## config.mk

```make
export PLATFORM = sky130hd
export DESIGN_NAME = regfile_wport_arbiter_flat
export DESIGN_NICKNAME = d
export VERILOG_FILES = /design/src/rtl/regfile_wport_arbiter_if.sv /design/src/rtl/regfile_wport_arbiter.sv /design/src/flat_wrapper.sv
export SDC_FILE = /design/constraint.sdc
export NUM_CORES = 1
export LEC_CHECK = 0
export BUFFER_PORTS_ARGS = -buffer_cell sky130_fd_sc_hd__buf_2
export CAP_MARGIN = 20
export CORE_ASPECT_RATIO = 1.5
export CORE_MARGIN = 3
export CORE_UTILIZATION = 48
export CTS_CLUSTER_DIAMETER = 60
export DETAILED_ROUTE_END_ITERATION = 10
export GPL_ROUTABILITY_DRIVEN = 0
export PLACE_DENSITY = 0.87
export RECOVER_POWER = 100
export SLEW_MARGIN = 10
export SYNTH_ARGS = -nofsm -noshare
export SYNTH_HDL_FRONTEND = slang
export SYNTH_SLANG_ARGS = --single-unit
```

## constraint.sdc

```tcl
create_clock -name clk -period 3.2 [get_ports clk]
set_input_delay 0.32 -clock clk [delete_from_list [all_inputs] [get_ports clk]]
set_output_delay 0.32 -clock clk [all_outputs]
set_load 0.005 [all_outputs]
```

## src/rtl/regfile_wport_arbiter_if.sv

```systemverilog
// Write-port bundle between the WB stage / long-latency unit (master) and the
// register-file write-port arbiter (slave).
interface regfile_wport_arbiter_if #(
  parameter int WIDTH   = 32,
  parameter int REG_NUM = 5
);
  logic                    a_we;
  logic [REG_NUM-1:0]      a_wa;
  logic [WIDTH-1:0]        a_wd;
  logic                    b_valid;
  logic [REG_NUM-1:0]      b_wa;
  logic [WIDTH-1:0]        b_wd;
  logic                    b_ready;
  logic                    iss_valid;
  logic [REG_NUM-1:0]      iss_wa;
  logic [2**REG_NUM-1:0]   busy;
  logic                    stall_req;
  logic                    regwrite;
  logic [REG_NUM-1:0]      wa;
  logic [WIDTH-1:0]        wd;

  modport master (
    output a_we, a_wa, a_wd, b_valid, b_wa, b_wd, iss_valid, iss_wa,
    input  b_ready, busy, stall_req, regwrite, wa, wd
  );

  modport slave (
    input  a_we, a_wa, a_wd, b_valid, b_wa, b_wd, iss_valid, iss_wa,
    output b_ready, busy, stall_req, regwrite, wa, wd
  );
endinterface

```

## src/rtl/regfile_wport_arbiter.sv

```systemverilog
// Shares the regfile write port between WB (fixed priority) and the long-latency
// unit (valid/ready), with a pending-write scoreboard and a starvation guard.
module regfile_wport_arbiter #(
  parameter int WIDTH      = 32,
  parameter int REG_NUM    = 5,
  parameter int STARVE_MAX = 4
) (
  input  logic                    clk,
  input  logic                    rst_n,
  regfile_wport_arbiter_if.slave  wp
);
  localparam int NREG = 2**REG_NUM;

  logic [3:0]       cnt_q, cnt_d;
  logic [NREG-1:0]  busy_q, busy_d;
  logic             a_req, stall, grant_a, grant_b;
  logic             regwrite_c;
  logic [REG_NUM-1:0] wa_c;
  logic [WIDTH-1:0]   wd_c;

  always_comb begin
    a_req   = wp.a_we && (wp.a_wa != '0);
    stall   = (cnt_q == 4'(STARVE_MAX));
    // rst_n gates the grants so the write port is quiet during reset.
    grant_b = rst_n && wp.b_valid && (stall || !a_req);
    grant_a = rst_n && a_req && !stall && !grant_b;

    regwrite_c = grant_a || (grant_b && (wp.b_wa != '0));
    wa_c       = '0;
    wd_c       = '0;
    if (grant_a) begin
      wa_c = wp.a_wa;
      wd_c = wp.a_wd;
    end else if (grant_b) begin
      wa_c = wp.b_wa;
      wd_c = wp.b_wd;
    end

    if (!wp.b_valid || grant_b)
      cnt_d = '0;
    else if (cnt_q < 4'(STARVE_MAX))
      cnt_d = cnt_q + 4'd1;
    else
      cnt_d = cnt_q;

    // Set is applied after clear so a same-cycle reissue keeps the bit.
    busy_d = busy_q;
    if (grant_b)
      busy_d[wp.b_wa] = 1'b0;
    if (wp.iss_valid && (wp.iss_wa != '0))
      busy_d[wp.iss_wa] = 1'b1;
    busy_d[0] = 1'b0;
  end

  always_ff @(posedge clk or negedge rst_n) begin
    if (!rst_n) begin
      cnt_q  <= '0;
      busy_q <= '0;
    end else begin
      cnt_q  <= cnt_d;
      busy_q <= busy_d;
    end
  end

  assign wp.b_ready   = grant_b;
  assign wp.stall_req = stall;
  assign wp.busy      = busy_q;
  assign wp.regwrite  = regwrite_c;
  assign wp.wa        = wa_c;
  assign wp.wd        = wd_c;
endmodule

```

## src/flat_wrapper.sv

```systemverilog
// flat-port wrapper written by rule: the top's interface ports become plain ports
module regfile_wport_arbiter_flat 
#(
  parameter int WIDTH      = 32,
  parameter int REG_NUM    = 5,
  parameter int STARVE_MAX = 4
)
  (clk, rst_n, wp_a_we, wp_a_wa, wp_a_wd, wp_b_valid, wp_b_wa, wp_b_wd, wp_iss_valid, wp_iss_wa, wp_b_ready, wp_busy, wp_stall_req, wp_regwrite, wp_wa, wp_wd);
  regfile_wport_arbiter_if #(.WIDTH(WIDTH), .REG_NUM(REG_NUM)) wp_i ();
  input  logic clk;
  input  logic rst_n;
  input wire logic [$bits(wp_i.a_we)-1:0] wp_a_we;
  input wire logic [$bits(wp_i.a_wa)-1:0] wp_a_wa;
  input wire logic [$bits(wp_i.a_wd)-1:0] wp_a_wd;
  input wire logic [$bits(wp_i.b_valid)-1:0] wp_b_valid;
  input wire logic [$bits(wp_i.b_wa)-1:0] wp_b_wa;
  input wire logic [$bits(wp_i.b_wd)-1:0] wp_b_wd;
  input wire logic [$bits(wp_i.iss_valid)-1:0] wp_iss_valid;
  input wire logic [$bits(wp_i.iss_wa)-1:0] wp_iss_wa;
  output wire logic [$bits(wp_i.b_ready)-1:0] wp_b_ready;
  output wire logic [$bits(wp_i.busy)-1:0] wp_busy;
  output wire logic [$bits(wp_i.stall_req)-1:0] wp_stall_req;
  output wire logic [$bits(wp_i.regwrite)-1:0] wp_regwrite;
  output wire logic [$bits(wp_i.wa)-1:0] wp_wa;
  output wire logic [$bits(wp_i.wd)-1:0] wp_wd;
  assign wp_i.a_we = wp_a_we;
  assign wp_i.a_wa = wp_a_wa;
  assign wp_i.a_wd = wp_a_wd;
  assign wp_i.b_valid = wp_b_valid;
  assign wp_i.b_wa = wp_b_wa;
  assign wp_i.b_wd = wp_b_wd;
  assign wp_i.iss_valid = wp_iss_valid;
  assign wp_i.iss_wa = wp_iss_wa;
  assign wp_b_ready = wp_i.b_ready;
  assign wp_busy = wp_i.busy;
  assign wp_stall_req = wp_i.stall_req;
  assign wp_regwrite = wp_i.regwrite;
  assign wp_wa = wp_i.wa;
  assign wp_wd = wp_i.wd;
  regfile_wport_arbiter #(.WIDTH(WIDTH), .REG_NUM(REG_NUM), .STARVE_MAX(STARVE_MAX)) u_core (.clk(clk), .rst_n(rst_n), .wp(wp_i));
endmodule
```

After elaboration in Yosys (flattened, before gate mapping). Index checks and enable logic that the tools add are counted.

Add/subtract/negate cells: 1. $mul: 0. Divide/modulo/power cells: 0. $lt $le $gt $ge: 5. Equality and inequality tests: 1. Shift-type cells: 0. Multiplexer cells: 12. Bitwise operators: 3. Reductions and logical operators: 21.

Operators with widths (number): $mux W32 (4); $and A32 B32 Y32 (1); $not A32 Y32 (1); $or A32 B32 Y32 (1); $reduce_bool A5 Y1 (3); $lt A5 B6 Y1 const B (2); $demux W1 S5 (2); $ge A5 B1 Y1 const B (2); $logic_and A1 B1 Y1 (10); $mux W5 (2); $mux W4 (2); $add A4 B1 Y4 const B (1); $eq A4 B3 Y1 const B (1); $logic_not A1 Y1 (4); $lt A4 B3 Y1 const B (1); $logic_or A1 B1 Y1 (3); $mux W1 (2); $reduce_bool A2 Y1 (1).

Bits in registers: 35. Bits in latches: 0. Memory bits (writable): 0. Memory bits (read-only): 0. Output and inout bits: 72. Word-level logic and storage cells: 45. Memories: 0.

Longest topological paths before layout. Gate-level depths: netlist (run 1).

Word-level depth: 9. Depth in mapped cells: 7. Mapped depth without buffers: 5.

Least setup slack after synthesis (run 1). Ideal clock, no wire load.

Path type: input to output. From: in wp_a_wa[0]. To: out wp_wa[0]. Arrival: 1.549 ns. Data required time: 2.880 ns. Slack: 1.331 ns. Stages on the path: 5. Buffers on the path: 2. Cells stage by stage: or4_4 -> o211a_1 -> buf_6 -> buf_6 -> o22ai_1.

Word-level cells in the longest chain between the ends: 8. Elaborated cells on any way between the ends: 11. Those cells by class: mux (2); reduce/logical (9).

Ends and longest elaborated chain: start, declared (line flat_wrapper.sv:13) `input wire logic [$bits(wp_i.a_wa)-1:0] wp_a_wa;`; $reduce_bool A5 Y1 (line regfile_wport_arbiter.sv:22) `a_req = wp.a_we && (wp.a_wa != '0);`; $logic_and A1 B1 Y1 (line regfile_wport_arbiter.sv:22); $logic_not A1 Y1 (line regfile_wport_arbiter.sv:25) `grant_b = rst_n && wp.b_valid && (stall || !a_req);`; $logic_or A1 B1 Y1 (line regfile_wport_arbiter.sv:25); $logic_and A1 B1 Y1 (line regfile_wport_arbiter.sv:25); $logic_not A1 Y1 (line regfile_wport_arbiter.sv:26) `grant_a = rst_n && a_req && !stall && !grant_b;`; $logic_and A1 B1 Y1 (line regfile_wport_arbiter.sv:26); $mux W5 * (line regfile_wport_arbiter.sv:31) `if (grant_a) begin`; end, declared (line flat_wrapper.sv:24) `output wire logic [$bits(wp_i.wa)-1:0] wp_wa;`.

Every way passes the cells marked *; elsewhere a longest branch is shown, timed or not.

Worst setup path in the final report (run 1).
From: reg u_core.cnt_q[0]. To: out wp_wd[10].

Word-level cells in the longest chain between the ends: 6. Elaborated cells on any way between the ends: 9. Those cells by class: eq/ne (1); mux (2); reduce/logical (6).

Ends and longest elaborated chain: start, declared (line regfile_wport_arbiter.sv:14) `logic [3:0] cnt_q, cnt_d;`; start signal, assigned (line regfile_wport_arbiter.sv:60) `cnt_q <= cnt_d;`; $eq A4 B3 Y1 * (line regfile_wport_arbiter.sv:23) `stall = (cnt_q == 4'(STARVE_MAX));`; $logic_or A1 B1 Y1 (line regfile_wport_arbiter.sv:25); $logic_and A1 B1 Y1 (line regfile_wport_arbiter.sv:25); $logic_not A1 Y1 (line regfile_wport_arbiter.sv:26); $logic_and A1 B1 Y1 (line regfile_wport_arbiter.sv:26); $mux W32 * (line regfile_wport_arbiter.sv:31); end, declared (line flat_wrapper.sv:25) `output wire logic [$bits(wp_i.wd)-1:0] wp_wd;`.

Marks and branches as above.

==> summary.md, run 1 <==
The deepest level of the CTS H-tree was 2. The biggest area contributor in the post-synthesis netlist is sky130_fd_sc_hd__dfrtp_1. Summed over all nets, the half-perimeter wirelength after detailed placement is 7220 um.

The power per cell area was 410 nW/um2; the critical-path maximum fanout was 15. Number of input and output port buffers inserted: 154. The final core utilization is 0.659. The number of vias after detailed routing is 3205, and the count of buffer and inverter cells on the critical path is 3. The height of the die is 97.3 um, and the clock period minus worst slack is 2.83 ns. The first global-routing pass estimated 14500 um of wire. Final hold violation count: 0.

Total power for the finished layout comes to 1.42 mW. The tightest min-delay check is of the in2reg type. The most used flip-flop cell after synthesis is sky130_fd_sc_hd__dfrtp_1. Dividing the synthesized area by the synthesized cell count gives 8.15 um2.

In the routed design, unresolved DRC markers number 0. 156 I/O pins were placed. The worst setup path is launched from a register.

The transition time at the pin with the least slew margin works out to 1.22 ns. The top cell types in the final layout, fill and taps aside, are sky130_fd_sc_hd__buf_2 (104), sky130_fd_sc_hd__a21oi_1 (66), sky130_fd_sc_hd__clkbuf_1 (48), sky130_fd_sc_hd__nand2_1 (39), sky130_fd_sc_hd__nand3_1 (38). For the normalized max-slew margin, the log shows 0.183.

The post-synthesis sequential element count is 35. Hold is met by 0.360 ns. The tools report the area of the mapped netlist as 2670 um2. The first-pass detailed-route iteration total was 5; the max-slew violation total from the final report was 0. TritonCTS built the clock tree. The initial antenna violation count was 0; the number of CTS-inserted buffers was 5.

The remaining antenna violation count after routing is 0. The worst ir drop on vdd is 0.000272 V, and the aggregate global-route resource usage is 0.286. The number of diodes added for antenna fixing is 0, and the data arrival time at the worst-slack endpoint is 2.51 ns. Setup repair after global routing left no endpoint under its margin. The number of nets in the synthesized netlist is 413. The run gives 1.58 nW as the leakage dissipation. The critical path goes through inv_1 -> ha_1 -> nand3b_1 -> o211a_1 -> buf_4 -> mux2i_1 -> clkbuf_2. The largest single stage delay on the critical path is 0.50 ns.

Leaving out fill and tap cells, the most frequent cell in the layout is sky130_fd_sc_hd__buf_2. At the worst endpoint, the required time is 2.88 ns. The family of cells with the greatest summed delay on the critical path is buffers and inverters. The tools report the starting density of the core as 0.508. The clock reaches the later pin of the worst-skew pair after 0.29 ns.

The clock passes through at most 2 buffers. The filler cell count was 460; the clock sink total was 35. The setup-violating endpoint count in the final report is 0.

By area the synthesized netlist is led by sky130_fd_sc_hd__dfrtp_1 (33%), sky130_fd_sc_hd__a21oi_1 (12%), sky130_fd_sc_hd__mux2i_1 (12%), sky130_fd_sc_hd__a211oi_1 (8.7%), sky130_fd_sc_hd__nand3_1 (7.1%). The fraction of final layout cells with drive strength greater than 1 was 0.277; the aggregate global routing overflow was 0. For this block, the initial DRC count from the detailed router was 180.

Counting tap cells, the placed design contains a total of 521 instances. Sequential share of the synthesized area: 0.329. The number of standard-cell rows in the floorplan was 32.

The total routed wirelength came out at 9720 um. Relative to the synthesized area, the layout overhead comes to 29.8%. Setup slack closes at 0.372 ns. On the final layout, the worst clock skew is 0.00627 ns.

The fraction of post-synthesis cell area in the top cell type by area works out to 0.329. In this run, post-CTS repair resized a total of 0 instances. The total of max-cap violations was 0; the worst setup slack after placement was 0.796 ns. The share of synthesized flip-flops with an asynchronous set or reset was 1.00. The tools report the number of global-route vias before repair as 2957. For this run, the number of Yosys warnings is 0. The area after detailed placement is 3410 um2, and the per-cell via count in the routed design is 6.01.

With fillers left out, the area of the finished cells amounts to 3460 um2. The hold buffer count at cts is 1, and the share of the cycle needed by the critical path after routing is 0.884. Clock-pin slew was measured on the worst setup and hold paths at 0.07 ns. The tools report the category of the worst setup path capture point as an output pin. The non-filler instance count after layout came out at 533.

The synthesized netlist contains 41 unique library cells. After technology mapping, the gate count stands at 327. The run finished with clean final reports. The run gives 50 as the pin count of the biggest net entering global routing. The critical path in this run is classified as reg2out.

At the end of the flow, the number of nets in the layout was 550. Once the clock tree was built, the setup fixing pass inserted 0 buffers. The root buffer cell chosen for the clock tree is sky130_fd_sc_hd__clkbuf_8.

The average routed wire per standard cell was 18.2 um; the die area was 6500 um2. The core outline area came out at 5250 um2. The cell with the largest stage delay on the worst path is sky130_fd_sc_hd__o211a_1. Count of flip-flops with a built-in enable after synthesis: 0. Adding up every negative setup slack in the final design gives 0 ns.

Static timing analysis puts the maximum clock frequency at 0.354 GHz. From left edge to right edge, the die measures 66.8 um.
==> power breakdown <==
| part | leakage (nW) | switching, mW | internal [mW] |
|---|---|---|---|
| registers | 0.416 | 0.0593 | 0.541 |
| logic | 1.12 | 0.260 | 0.202 |
| clock network | 0.0515 | 0.161 | 0.196 |
==> worst register-to-register path: stages, from the launching register on <==
cell                       delay, ns
sky130_fd_sc_hd__dfrtp_1        0.42
sky130_fd_sc_hd__inv_1          0.07
sky130_fd_sc_hd__ha_1           0.14
sky130_fd_sc_hd__nand3b_1       0.15
sky130_fd_sc_hd__o211ai_1       0.60
sky130_fd_sc_hd__clkbuf_1       0.77
sky130_fd_sc_hd__a21oi_1        0.16
==> state kept, by name, indices dropped and copies added, names as in the netlist <==
| register | flops |
|---|---|
| u_core.cnt_q | 4 |
| u_core.wp.busy | 31 |
==> logic make-up after synthesis <==
| family | share of synthesized area |
|---|---|
| mux | 0.120 |
| fa+ha+maj | 0.00939 |
| simple gates | 0.211 |
| other cells | 0.00141 |
| compound gates | 0.252 |
| buf+inv | 0.0775 |
| flops | 0.329 |
==> synth_stat cells (2+ instances only) <==
cell                       instances
sky130_fd_sc_hd__a211oi_1         31
sky130_fd_sc_hd__a21oi_1          66
sky130_fd_sc_hd__and4b_1           3
sky130_fd_sc_hd__buf_1             2
sky130_fd_sc_hd__buf_12            2
sky130_fd_sc_hd__buf_2             3
sky130_fd_sc_hd__buf_6             2
sky130_fd_sc_hd__clkbuf_1         26
sky130_fd_sc_hd__dfrtp_1          35
sky130_fd_sc_hd__ha_1              2
sky130_fd_sc_hd__inv_1             3
sky130_fd_sc_hd__mux2i_1          32
sky130_fd_sc_hd__nand2_1          39
sky130_fd_sc_hd__nand3_1          38
sky130_fd_sc_hd__nand3b_1          4
sky130_fd_sc_hd__nand4b_1          2
sky130_fd_sc_hd__nor2b_1           3
sky130_fd_sc_hd__nor4bb_1          3
sky130_fd_sc_hd__o21ai_0           3
sky130_fd_sc_hd__o22ai_1           5
sky130_fd_sc_hd__or3b_2            3
==> path summary, 6_finish.rpt <==
kind	start	end	slack, ns	depth (start not counted)
worst max-delay path	u_core.cnt_q[0]$_DFFE_PN0P_	wp_wd[10]	0.37	7
worst min-delay path	wp_a_we	u_core.cnt_q[3]$_DFFE_PN0P_	0.36	3
worst max register to register	u_core.cnt_q[0]$_DFFE_PN0P_	u_core.wp.busy[19]$_DFF_PN0_	0.73	6
worst min register to register	u_core.wp.busy[21]$_DFF_PN0_	u_core.wp.busy[21]$_DFF_PN0_	0.53	2
max in group asynchronous	rst_n	u_core.cnt_q[0]$_DFFE_PN0P_	2.14	3
min in group asynchronous	rst_n	u_core.wp.busy[19]$_DFF_PN0_	0.52	2
==> per-layer routing <==
metal	track usage	vias to the layer above	wire, um
met5	0	-	0
met3	0.134	31	1420
met2	0.432	217	4390
li1	-	1484	-
met4	0.130	0	346
met1	0.341	1473	3560
==> cell type report <==
type                       count  area (um2)  area share
clock buffer                   8         100      0.0289
inverter                       3        11.3     0.00326
multi-input combinational    252        1570       0.455
sequential                    35         876       0.253
tap                           68        85.1      0.0246
timing repair buffer         167         812       0.235
Note: power is estimated with default switching activity, not from simulation.
==> inputs of run 2 (changes only) <==
--- a/config.mk
+++ b/config.mk
@@ -16,5 +16,5 @@
 export PLACE_DENSITY = 0.87
 export RECOVER_POWER = 100
-export SLEW_MARGIN = 10
+export SLEW_MARGIN = 20
 export SYNTH_ARGS = -nofsm -noshare
 export SYNTH_HDL_FRONTEND = slang
==> constraint.sdc (replaced) <==
create_clock -name clk -period 3.2 [get_ports clk]
set_input_delay 0.96 -clock clk [delete_from_list [all_inputs] [get_ports clk]]
set_output_delay 0.96 -clock clk [all_outputs]
set_load 0.005 [all_outputs]
==> run 2 against run 1 <==
Effect of this change: the run now ends with negative setup slack left; core utilization rose by 8.5 points; clock power is 7.3% lower; sequential share of layout area decreased by 2.9 points; maximum frequency down 17%; clock skew is essentially flat; first-iteration DRC count grew 20%; combinational power grew 18%; wire length rose by 9.5%; critical path depth down 1; sequential cell count stayed put; non-clock buffer count grew 17; global-route usage is 3.2 points higher.
==> summary.md, run 2 (synthesis results as in run 1) <==
The H-tree was split into 2 levels. The tool flagged a number of max-cap violations equal to 0. The checks that failed: negative setup slack. The HPWL after detailed placement is 7500 um. The run gives -0.211 ns as the slack of the critical path.

The register with the most flip-flops in the layout has 31 of them. The transition time at the pin with the least slew margin came out at 0.636 ns. The library cell used most frequently in the layout, excluding fill and tap cells, is sky130_fd_sc_hd__buf_2.

The normalized max-slew margin came out at 0.576. For this design, the slowest cell found on the critical path is sky130_fd_sc_hd__or4_4. The tools report the total routed wirelength as 10600 um. Across the VDD grid, the largest voltage drop is 0.000403 V. The core region is 5250 um2.

For the count of routing violations after the opening detailed-route iteration, the log shows 216. The die outline width is 66.8 um. TritonCTS built the clock tree. The count of buffer and inverter cells on the critical path is 3, and the clock-pin slew on the worst setup and hold paths is 0.07 ns. The critical path in this run is classified as in2out. Buffers inserted during clock tree synthesis total 5. The starting density of the core was 0.508.

Relative to the synthesized area, the layout overhead comes to 46.5%. The worst clock skew on the final layout came out at 0.00625 ns. Clock period minus worst slack: 3.41 ns. The worst setup path is captured at an output pin. At the end of the flow, the number of nets in the layout was 567. For the number of cells in the design after placement, the log shows 538. Entering global routing, the biggest net connects 38 pins.

The logs give 1 for the initial antenna violation count and 32 for the number of standard-cell rows in the floorplan. The number of global-route vias before repair was 3240. Setup violations remaining at the end of the flow were counted as 39. The data arrival time at the worst-slack endpoint came out at 2.45 ns. After the flow finishes, the layout carries non-filler instances totaling 549.

Derived from the worst setup path, the maximum achievable clock frequency is 0.293 GHz. The run finished, with violations left. The average routed wire per standard cell was 19.4 um; the hold buffer count at cts was 0. The tools report the final hold violation count as 0. The number of input and output port buffers inserted came out at 154.

The number of antenna diodes in the final layout is 0. The longest clock path from root to sink contains 2 buffers. Before antenna repair, the detailed router went through 6 iterations. The die is 97.3 um tall. The per-cell via count in the routed design was 6.22; the die area was 6500 um2.

The class of the tightest hold or removal check is reg2reg. The run gives 0 as the max-slew violation total from the final report. The share of the cycle needed by the critical path after routing works out to 1.07.

For this run the aggregate overflow at the end of global routing stands at 0. For the remaining antenna violation count after routing, the log shows 0. The critical path goes through buf_6 -> or4_4 -> o211a_4 -> buf_12 -> mux2i_4 -> buf_2. The top cell types in the final layout, fill and taps aside, are sky130_fd_sc_hd__buf_2 (141), sky130_fd_sc_hd__a21oi_1 (66), sky130_fd_sc_hd__nand2_1 (39), sky130_fd_sc_hd__nand3_1 (38), sky130_fd_sc_hd__dfrtp_1 (35). The power per cell area is 378 nW/um2. The highest cell delay on the worst timing path came out at 0.55 ns. The number of vias after detailed routing was 3413; the clock sink total was 35. The cell sitting at the root of the clock tree is a sky130_fd_sc_hd__clkbuf_8.

The fraction of final layout cells with drive strength greater than 1 works out to 0.422. The clock reaches the later pin of the worst-skew pair after 0.29 ns. Grouping stages by cell kind, the critical path spends the most delay in simple AND/OR/NAND/NOR gates. 156 I/O pins were placed. Setup repair after global routing could not meet its margin everywhere. The run gives 1.83 nW as the leakage dissipation. The critical-path maximum fanout is 8, and the aggregate global-route resource usage is 0.319.

For the total DRC errors in the routed layout, the log shows 0. The tools report the global-route wire length before repair as 16000 um. Setup total negative slack on the finished layout was measured at -5.69 ns. Type of origin of the critical path: a primary input. The data required time at the worst endpoint was 2.24 ns.
## run 2: worst min-delay path, delay by kind of cell (launching register included)
| kind | cells | cell delay (ns) |
|---|---|---|
| compound gates | 2 | 0.14 |
| flops | 1 | 0.35 |
## run 2: final cells by class
cell class	instances	area, um2
multi-input combinational	252	1790
fill	378	1340
timing repair buffer	184	1060
sequential	35	876
tap	68	85.1
clock buffer	6	82.6
inverter	3	11.3
clock inverter	1	5.00
## run 2: through the flow
stage / worst slack (ns) / utilization / area [um2] / power [mW] / hold WS (ns)
2_1_floorplan: 0.0506 / - / 2670 / 0.830 / 0.514
3_3_place_gp: -0.259 / 0.679 / 3560 / 1.09 / 0.505
3_5_place_dp: -0.269 / 0.679 / 3560 / 1.10 / 0.513
4_1_cts: -0.157 / 0.744 / 3900 / 1.48 / 0.534
5_1_grt: -0.225 / 0.744 / 3900 / 1.55 / 0.544
6_report: -0.211 / 0.744 / 3900 / 1.47 / 0.529
## run 2: what timing repair did
item,CTS,global route
buffers inserted,1,2
cloned,1,0
gates resized for setup,35,2
endpoints found under the setup margin,39,39
endpoints found under the hold margin,0,0
pin swaps,4,2
## run 2: worst paths after layout
path | to | depth (start not counted) | slack, ns | start
setup / recovery | wp_wd[31] | 6 | -0.21 | wp_a_wa[0]
hold / removal | u_core.wp.busy[2]$_DFF_PN0_ | 2 | 0.53 | u_core.wp.busy[2]$_DFF_PN0_
setup reg to reg | u_core.wp.busy[12]$_DFF_PN0_ | 7 | 1.51 | u_core.cnt_q[0]$_DFFE_PN0P_
hold reg to reg | u_core.wp.busy[2]$_DFF_PN0_ | 2 | 0.53 | u_core.wp.busy[2]$_DFF_PN0_
max in group asynchronous | u_core.wp.busy[16]$_DFF_PN0_ | 2 | 1.85 | rst_n
min in group asynchronous | u_core.wp.busy[12]$_DFF_PN0_ | 1 | 0.54 | rst_n
## run 2: metal layers
metal,GRT usage,share of wire
met1,0.377,0.35
met4,0.122,0.029
met2,0.530,0.49
met3,0.0938,0.13
met5,0,0.00075
## run 2: where the power goes
| part | total (mW) | internal (mW) | switching (mW) |
|---|---|---|---|
| clock | 0.331 | 0.169 | 0.162 |
| combinational | 0.543 | 0.255 | 0.288 |
| sequential | 0.600 | 0.540 | 0.0599 |
| total | 1.47 | 0.964 | 0.510 |
==> inputs of run 3 (changes only) <==
- CORE_UTILIZATION: 48 -> 44
- PLACE_DENSITY: 0.87 -> 0.81
- clock period: 3.2 -> 3.24 ns (I/O delays scaled with it)
==> run 3 against run 2 <==
Effect of this change: the run still ends with negative setup slack left; sequential share of layout area increased by 1.2 points; global-route usage down 5.7 points; combinational power down 10%; setup slack improved by 0.097 ns; final area decreased by 5.1%; critical path depth unchanged; clock-buffer cell count unchanged; hold slack improved by 0.011 ns; sequential power is 1% lower; die area grew 8.4%; power down 4.6%; clock power shrank 2%; critical path type unchanged; critical endpoint is now wp_wd[8]; largest power group unchanged.
==> summary.md, run 3 (synthesis results as in run 1) <==
The flow ran to the end, but the final reports show violations. The final reports fail on negative setup slack. Fraction of final layout cells with drive strength greater than 1: 0.366. Normalized max-slew margin: 0.330. Setup repair after global routing could not meet its margin everywhere. The highest cell delay on the worst timing path was 0.54 ns; the non-filler instance count after layout was 547. The path class of the tightest hold or removal check is reg2reg. The first-pass detailed-route iteration total was 4. The clock period minus worst slack was 3.35 ns. The finished cells cover 3710 um2.

The upper clock frequency limit is 0.298 GHz. For the starting density of the core, the log shows 0.457. The run gives 5830 um2 as the core outline area. In this run the number of H-tree levels came out at 2.

The number of CTS-inserted buffers is 5, and the initial antenna violation count is 0. Final core utilization: 0.636. The data required time at the worst endpoint was 2.27 ns; the layout net count was 561. The tools report the slack of the critical path as -0.114 ns. The largest individual stage delay along the critical path comes from the cell sky130_fd_sc_hd__or4_4.

The tools report the total setup buffers inserted after CTS as 0. For the worst clock skew on the final layout, the log shows 0.00720 ns. The detailed-placement wirelength estimate was 7220 um; the aggregate global routing overflow was 0.

Across the VDD grid, the largest voltage drop is 0.000359 V. The average routed wire per standard cell is 17.5 um, and the count of buffer and inverter cells on the critical path is 3. The logs give 1.03 ns for the setup slack on the worst flop-to-flop path and -2.46 ns for the setup TNS. Clock root buffer master: sky130_fd_sc_hd__clkbuf_8. Setup violations remaining at the end of the flow were counted as 38. The worst setup path is of the in2out kind. The per-cell via count in the routed design is 5.85.

The transition time at the pin with the least slew margin works out to 1.00 ns. The height of the die was 101 um. Hold is met by 0.540 ns.

The clock passes through at most 2 buffers. For this run, design rule violations remaining after detail routing come to 0. The die outline width is 69.5 um, and the leakage dissipation is 1.75 nW. The total routed wirelength came out at 9560 um. The kind of cell with the highest combined delay along the critical path is simple AND/OR/NAND/NOR gates. The library cell used most frequently in the layout, excluding fill and tap cells, is sky130_fd_sc_hd__buf_2. Data arrives at the worst endpoint at 2.38 ns. Of all nets on the critical path, the largest fanout is 6. Counting tap cells, the placed design contains a total of 540 instances.

The count of pins on the block boundary is 156, and the number of global-route vias before repair is 2920. The aggregate global-route resource usage was 0.261; the number of standard-cell rows in the floorplan was 34. The synthesis-to-layout area growth is 39.1%, and the final hold violation count is 0. Number of diodes added for antenna fixing: 0.

For this design the ratio of total power to cell area is 379 nW/um2. Clock-pin slew was measured on the worst setup and hold paths at 0.07 ns. The worst setup path is launched from a primary input.

Buffers placed on the I/O ports in this run total 154. The register with the most flip-flops in the layout has 31 of them. The share of the cycle needed by the critical path after routing was 1.04; the count of routing violations after the opening detailed-route iteration was 170. The signal on the critical path passes through buf_6 -> or4_4 -> o211a_4 -> buf_8 -> mux2i_2 -> buf_2. Detailed routing inserted a total of 3198 vias. Global-route wire length before repair: 14900 um. The die area was 7050 um2; the total of max-cap violations was 0. The clock sink total is 35.

The area after detailed placement was 3580 um2. TritonCTS built the clock tree. The top cell types in the final layout, fill and taps aside, are sky130_fd_sc_hd__buf_2 (133), sky130_fd_sc_hd__a21oi_1 (66), sky130_fd_sc_hd__nand2_1 (39), sky130_fd_sc_hd__nand3_1 (38), sky130_fd_sc_hd__dfrtp_1 (35). Once detail routing completed, the nets flagged for antenna violations numbered 0. The max-slew violation total from the final report was 0.

The clock insertion delay at the later pin of the skew report is 0.29 ns, and the pin count of the biggest net entering global routing is 41. STA classifies the critical path endpoint as an output pin.
-- run 3: cell count changes in the layout (fill, tap and decap cells not counted), moves of 4 or more --
cell                       previous run  this run
sky130_fd_sc_hd__buf_2              141       133
sky130_fd_sc_hd__buf_4               25        14
sky130_fd_sc_hd__clkbuf_1            11        24
sky130_fd_sc_hd__mux2i_1             20        26
sky130_fd_sc_hd__mux2i_4             12         3
sky130_fd_sc_hd__o22ai_1              0         4
-- run 3: final timing paths --
check,start,to,cells after the start
worst max-delay path,wp_a_wa[0],wp_wd[8],6
min in group asynchronous,rst_n,u_core.cnt_q[3]$_DFFE_PN0P_,1
worst max register to register,u_core.cnt_q[0]$_DFFE_PN0P_,u_core.wp.busy[23]$_DFF_PN0_,6
worst min-delay path,u_core.wp.busy[19]$_DFF_PN0_,u_core.wp.busy[19]$_DFF_PN0_,2
worst min register to register,u_core.wp.busy[19]$_DFF_PN0_,u_core.wp.busy[19]$_DFF_PN0_,2
max in group asynchronous,rst_n,u_core.wp.busy[15]$_DFF_PN0_,3
-- run 3: stage by stage --
stage	power [mW]	worst slack, ns
2_1_floorplan	0.819	0.0666
3_5_place_dp	1.09	-0.268
5_1_grt	1.49	-0.176
6_report	1.41	-0.114
4_1_cts	1.42	-0.119
3_3_place_gp	1.07	-0.213
-- run 3: layout make-up --
type / instances / area (um2)
multi-input combinational: 252 / 1650
clock inverter: 1 / 5.00
fill: 518 / 2120
clock buffer: 6 / 82.6
tap: 72 / 90.1
timing repair buffer: 178 / 987
sequential: 35 / 876
inverter: 3 / 11.3
-- run 3: metal layers --
metal / up-vias / GRT usage / part of all wire
li1: 1512 / - / -
met1: 1478 / 0.342 / 0.39
met2: 195 / 0.432 / 0.49
met3: 13 / 0.0586 / 0.10
met4: 0 / 0.0797 / 0.016
met5: - / 0 / 0
-- run 3: tightest hold or removal path, delay by kind of cell (launching register included) --
family,cells,cell delay [ns]
flops,1,0.34
compound gates,2,0.15
-- run 3: repair_timing --
action	4_1_cts	5_1_grt
endpoints found under the hold margin	0	0
setup endpoints to repair	39	39
resized for setup	9	7
hold buffers	0	0
-- run 3: report_power, final --
group          internal (mW)  switching, mW  leakage (nW)
Combinational          0.226          0.262          1.29
Sequential             0.534         0.0590         0.416
Clock                  0.167          0.157        0.0470
Total                  0.927          0.479          1.75
